[src/rtl/wb_stage.sv]
// Writeback stage: MEM/WB pipeline register, load-data formatting, writeback
// source select and retired-instruction counter.
module wb_stage #(
  parameter int CNT_W = 32
) (
  input  logic             i_clk,
  input  logic             i_reset,
  input  logic             i_stall,
  input  logic             i_flush,
  input  logic             i_mem_valid,
  input  logic [4:0]       i_mem_rd_addr,
  input  logic             i_mem_rd_wren,
  input  logic [1:0]       i_mem_wb_sel,
  input  logic [31:0]      i_mem_alu_result,
  input  logic [31:0]      i_mem_pc,
  input  logic [31:0]      i_mem_ld_data,
  input  logic [2:0]       i_mem_funct3,
  output logic [4:0]       o_rd_addr,
  output logic [31:0]      o_rd_data,
  output logic             o_rd_wren,
  output logic             o_wb_valid,
  output logic [31:0]      o_wb_pc,
  output logic [CNT_W-1:0] o_retired_count
);

  logic             valid_r;
  logic [4:0]       rd_addr_r;
  logic             rd_wren_r;
  logic [1:0]       wb_sel_r;
  logic [31:0]      alu_result_r;
  logic [31:0]      pc_r;
  logic [31:0]      ld_data_r;
  logic [2:0]       funct3_r;
  logic [CNT_W-1:0] retired_count_r;

  logic [31:0]      load_data_s;
  logic [31:0]      rd_data_s;

  // Misaligned halfwords never reach here, so off[0] is ignored for halves.
  function automatic logic [31:0] format_load(
    input logic [31:0] ld_data,
    input logic [2:0]  funct3,
    input logic [1:0]  off
  );
    logic [7:0]  byte_v;
    logic [15:0] half_v;
    logic [31:0] result_v;
    byte_v = ld_data[{off, 3'b000} +: 8];
    half_v = ld_data[{off[1], 4'b0000} +: 16];
    case (funct3)
      3'b000:  result_v = {{24{byte_v[7]}}, byte_v};
      3'b001:  result_v = {{16{half_v[15]}}, half_v};
      3'b100:  result_v = {24'h000000, byte_v};
      3'b101:  result_v = {16'h0000, half_v};
      default: result_v = ld_data;
    endcase
    return result_v;
  endfunction

  // MEM/WB pipeline register; flush wins over stall.
  always_ff @(posedge i_clk) begin
    if (i_reset) begin
      valid_r      <= 1'b0;
      rd_addr_r    <= 5'd0;
      rd_wren_r    <= 1'b0;
      wb_sel_r     <= 2'b00;
      alu_result_r <= 32'h0000_0000;
      pc_r         <= 32'h0000_0000;
      ld_data_r    <= 32'h0000_0000;
      funct3_r     <= 3'b000;
    end else if (i_flush) begin
      valid_r      <= 1'b0;
      rd_addr_r    <= 5'd0;
      rd_wren_r    <= 1'b0;
      wb_sel_r     <= 2'b00;
      alu_result_r <= 32'h0000_0000;
      pc_r         <= 32'h0000_0000;
      ld_data_r    <= 32'h0000_0000;
      funct3_r     <= 3'b000;
    end else if (!i_stall) begin
      valid_r      <= i_mem_valid;
      rd_addr_r    <= i_mem_rd_addr;
      rd_wren_r    <= i_mem_rd_wren;
      wb_sel_r     <= i_mem_wb_sel;
      alu_result_r <= i_mem_alu_result;
      pc_r         <= i_mem_pc;
      ld_data_r    <= i_mem_ld_data;
      funct3_r     <= i_mem_funct3;
    end
  end

  // An instruction retires on the edge it leaves WB, so a stall keeps it from being counted twice.
  always_ff @(posedge i_clk) begin
    if (i_reset) begin
      retired_count_r <= '0;
    end else if (valid_r && !i_stall) begin
      retired_count_r <= retired_count_r + CNT_W'(1);
    end
  end

  // Writeback source select from the registered fields only.
  always_comb begin
    load_data_s = format_load(ld_data_r, funct3_r, alu_result_r[1:0]);
    rd_data_s   = alu_result_r;
    case (wb_sel_r)
      2'b01:   rd_data_s = load_data_s;
      2'b10:   rd_data_s = pc_r + 32'd4;
      default: rd_data_s = alu_result_r;
    endcase
  end

  assign o_rd_addr       = rd_addr_r;
  assign o_rd_data       = rd_data_s;
  assign o_rd_wren       = valid_r & rd_wren_r & (rd_addr_r != 5'd0);
  assign o_wb_valid      = valid_r;
  assign o_wb_pc         = pc_r;
  assign o_retired_count = retired_count_r;

endmodule

[config.mk]
export PLATFORM = sky130hd
export DESIGN_NAME = wb_stage
export DESIGN_NICKNAME = d
export VERILOG_FILES = /design/src/rtl/wb_stage.sv
export SDC_FILE = /design/constraint.sdc
export NUM_CORES = 1
export LEC_CHECK = 0
export CAP_MARGIN = 20
export CELL_PAD_IN_SITES_DETAIL_PLACEMENT = 1
export CELL_PAD_IN_SITES_GLOBAL_PLACEMENT = 2
export CORE_ASPECT_RATIO = 1.5
export CORE_MARGIN = 2
export CORE_UTILIZATION = 27
export DETAILED_ROUTE_END_ITERATION = 8
export MAX_ROUTING_LAYER = met4
export PLACE_DENSITY_LB_ADDON = 0.1
export SETUP_SLACK_MARGIN = 0.15
export SYNTH_ARGS = -nofsm -noshare
export SYNTH_HDL_FRONTEND = slang
export SYNTH_SLANG_ARGS = --single-unit
[constraint.sdc]
create_clock -name i_clk -period 2.4 [get_ports i_clk]
set_clock_uncertainty 0.05 [all_clocks]
set_input_delay 0.24 -clock i_clk [delete_from_list [all_inputs] [get_ports i_clk]]
set_output_delay 0.24 -clock i_clk [all_outputs]
set_load 0.02 [all_outputs]
==> impl_metrics.env <==
export IMPL_cts_sink_count=140
export IMPL_placedInstanceArea_sq_um=10000
export IMPL_synth_area_sq_um=6850
export IMPL_finalWirelength_mm=27.1
export IMPL_drtIter0Drc=198
export IMPL_synthToLayoutAreaGrowth_pct=72.0
export IMPL_grt_setup_unrepaired="true"
export IMPL_synth_ff_type="dfxtp_1"
export IMPL_stdcell_area_sq_um=11800
export IMPL_multiInputGateArea_sq_um=4510
export IMPL_yosysWarnings=0
export IMPL_crit_path_end_kind="output pin"
export IMPL_synth_top_area_cell="dfxtp_1"
export IMPL_grt_util_all_layers=0.203
export IMPL_grt_max_degree=110
export IMPL_required_ns=2.11
export IMPL_critical_path_peak_fanout=3
export IMPL_fin_cells=1436
export IMPL_drc=0
export IMPL_die_area_sq_um=26700
export IMPL_tightest_slew_ns=0.954
export IMPL_ys_ff_latch=140
export IMPL_gr_total_overflow=0
export IMPL_initial_core_util=0.274
export IMPL_cts_hold_buf=0
export IMPL_wl_per_cell_um=18.8
export IMPL_status="finished with violations"
export IMPL_place_inst=1365
export IMPL_seq_area_sq_um=2830
export IMPL_synth_area_per_cell_sq_um=8.87
export IMPL_clock_latency_ns=0.43
export IMPL_die_h_um=199
export IMPL_cts_max_level=4
export IMPL_cts_buffer_depth=2
export IMPL_setup_viol=12
export IMPL_relSlewSlack=0.364
export IMPL_synth_top_area_share=0.409
export IMPL_root_buffer="clkbuf_16"
export IMPL_nFillCells=2831
export IMPL_synthDistinctLibCells=50
export IMPL_place_hpwl_mm=19.7
export IMPL_clkSlewWorstSetupHoldPaths_ns=0.06
export IMPL_place_gp_congestion=0.856
export IMPL_min_period_over_period=1.03
export IMPL_max_freq_mhz=405
export IMPL_grt_pass1_wl_mm=40.4
export IMPL_design_core_area_sq_um=25100
export IMPL_nNetsFinal=1209
export IMPL_cp_start_kind="register"
export IMPL_grt_pass1_vias=7070
export IMPL_cts_tree="done"
export IMPL_maxCapViolCount=0
export IMPL_violations="setup timing"
export IMPL_num_rows=71
export IMPL_final_hold_viol_count=0
export IMPL_synth_area_leaders="dfxtp_1 41%, mux2i_1 17%, nor2_1 8.8%"
export IMPL_port_buffers=214
export IMPL_pin_count=215
export IMPL_peakVddDrop_uv=529
export IMPL_cts_made_buffers=17
export IMPL_ant_nets=0
export IMPL_vias=6892
export IMPL_p_per_area_nw_per_um2=522
export IMPL_drive_gt1_frac=0.294
export IMPL_firstDrtPassIters=4
export IMPL_via_per_inst=4.80
export IMPL_die_x_um=134
export IMPL_syn_num_nets=889
export IMPL_period_needed_ns=2.47
export IMPL_hp_class="primary input to register"
export IMPL_antenna_found_initial=2
export IMPL_arrival_ns=2.18
export IMPL_slew_viol_final=0
export IMPL_critPathKind="register to output pin"
export IMPL_final_setup_worst_slack_ns=-0.0714
export IMPL_seq_area_frac_synth=0.409
export IMPL_synth_edf_count=0
export IMPL_p_leak_uw=0.00476
export IMPL_async_flop_share=0
export IMPL_syn_instance_count=773
flip-flops by register name (all words and copies together) (netlist names):
name / flops
o_wb_valid: 1
alu_result_r: 32
rd_wren_r: 1
wb_sel_r: 2
funct3_r: 3
ld_data_r: 32
o_wb_pc: 32
o_rd_addr: 5
o_retired_count: 32
worst paths after layout:
kind | startpoint | to | slack, ns | depth (start not counted)
hold reg to reg | alu_result_r[21] | alu_result_r[21] | 0.45 | 2
setup / recovery | alu_result_r[1] | o_rd_data[8] | -0.07 | 8
hold / removal | i_stall | o_retired_count[2] | 0.17 | 4
setup reg to reg | o_retired_count[0] | o_retired_count[18] | 0.34 | 5
metrics by stage:
stage	worst slack, ns	power [uW]	hold slack (ns)	util	TNS (ns)
global placement	-0.221	3270	0.425	0.400	-1.43
finish	-0.0714	6160	0.166	0.471	-0.469
CTS	-0.0720	6170	0.152	0.439	-0.509
floorplan	0.163	2820	0.334	-	0
detailed placement	-0.305	3270	0.434	0.400	-2.27
global route	-0.140	6400	0.170	0.471	-1.83
cells in the final DEF, fill, tap and decap left out, types with 6 or more instances in the layout:
cell type        Yosys  routed
nand2_1             35      27
a22oi_2              0       6
dfxtp_1            140     127
buf_6                1      39
clkbuf_16            0      18
a21oi_2              1       6
o21ai_1              5      13
buf_12               0       9
buf_4                2     117
xor2_1              39      37
nor3_2               7      10
nand4_1             22      22
clkdlybuf4s50_1      0     180
nand2_2              0       6
dfxtp_2              0       9
nand3_1             19      15
and3_1               7       7
o21ai_2              0       8
xnor2_1             17      16
a21oi_1             19      12
nor3_4               0       7
mux2i_1            113     112
a221oi_1            18       7
a221oi_2             0       9
nor2_1             161     156
inv_1               16      14
repair_timing:
| action | CTS | global route |
|---|---|---|
| setup buffers | 8 | 27 |
| gates cloned | 0 | 2 |
| endpoints found under the setup margin | 33 | 32 |
| pin swaps | 25 | 35 |
| resized for setup | 249 | 119 |
final cells by class:
class / count / share of cell area
Sequential cell: 140 / 0.240
Antenna cell: 2 / 0.000425
Timing Repair Buffer: 348 / 0.283
Multi-Input combinational cell: 569 / 0.383
Tap cell: 328 / 0.0348
Clock inverter: 15 / 0.0168
Clock buffer: 17 / 0.0361
Inverter: 17 / 0.00584
critical path, stage by stage, from the launching register on:
cell and delay (ns):
dfxtp_4 0.37, mux2i_1 0.12, or4_4 0.46, o311ai_2 0.11, buf_4 0.20, a21oi_1 0.06, o21ai_2 0.17, buf_4 0.13
buf_4 0.12
synthesized netlist by cell type (7+ instances only):
master,count
buf_1,10
and3_1,7
nor3_1,12
xnor2_1,17
a22oi_1,7
mux2i_1,113
o21ai_0,22
o221ai_1,9
nand2_1,35
inv_1,16
nand3_1,19
nor2_1,161
nor2b_1,8
a221oi_1,18
nor3_2,7
xor2_1,39
dfxtp_1,140
clkbuf_1,31
nand4_1,22
a21oi_1,19
power breakdown:
group	total [uW]	switching (uW)	internal (uW)
clock	2830	1100	1740
sequential	2450	62.9	2380
combinational	880	398	481
total	6160	1560	4600
metal layers:
layer	track usage	share of wire
met3	0.0411	0.037
met1	0.220	0.39
met2	0.361	0.53
met5	-	0
met4	0.0865	0.037
cell families (layout without fill, tap and decap cells):
kind of cell | after synthesis | in the layout | share of synthesized area
fa+ha+maj | 4 | 4 | 0.00730
compound gates | 97 | 97 | 0.0948
other cells | 0 | 2 | 0
flops | 140 | 140 | 0.409
mux | 116 | 116 | 0.170
buf+inv | 64 | 397 | 0.0378
simple gates | 296 | 296 | 0.210
xor+xnor | 56 | 56 | 0.0716
Note: power is estimated with default switching activity, not from simulation.
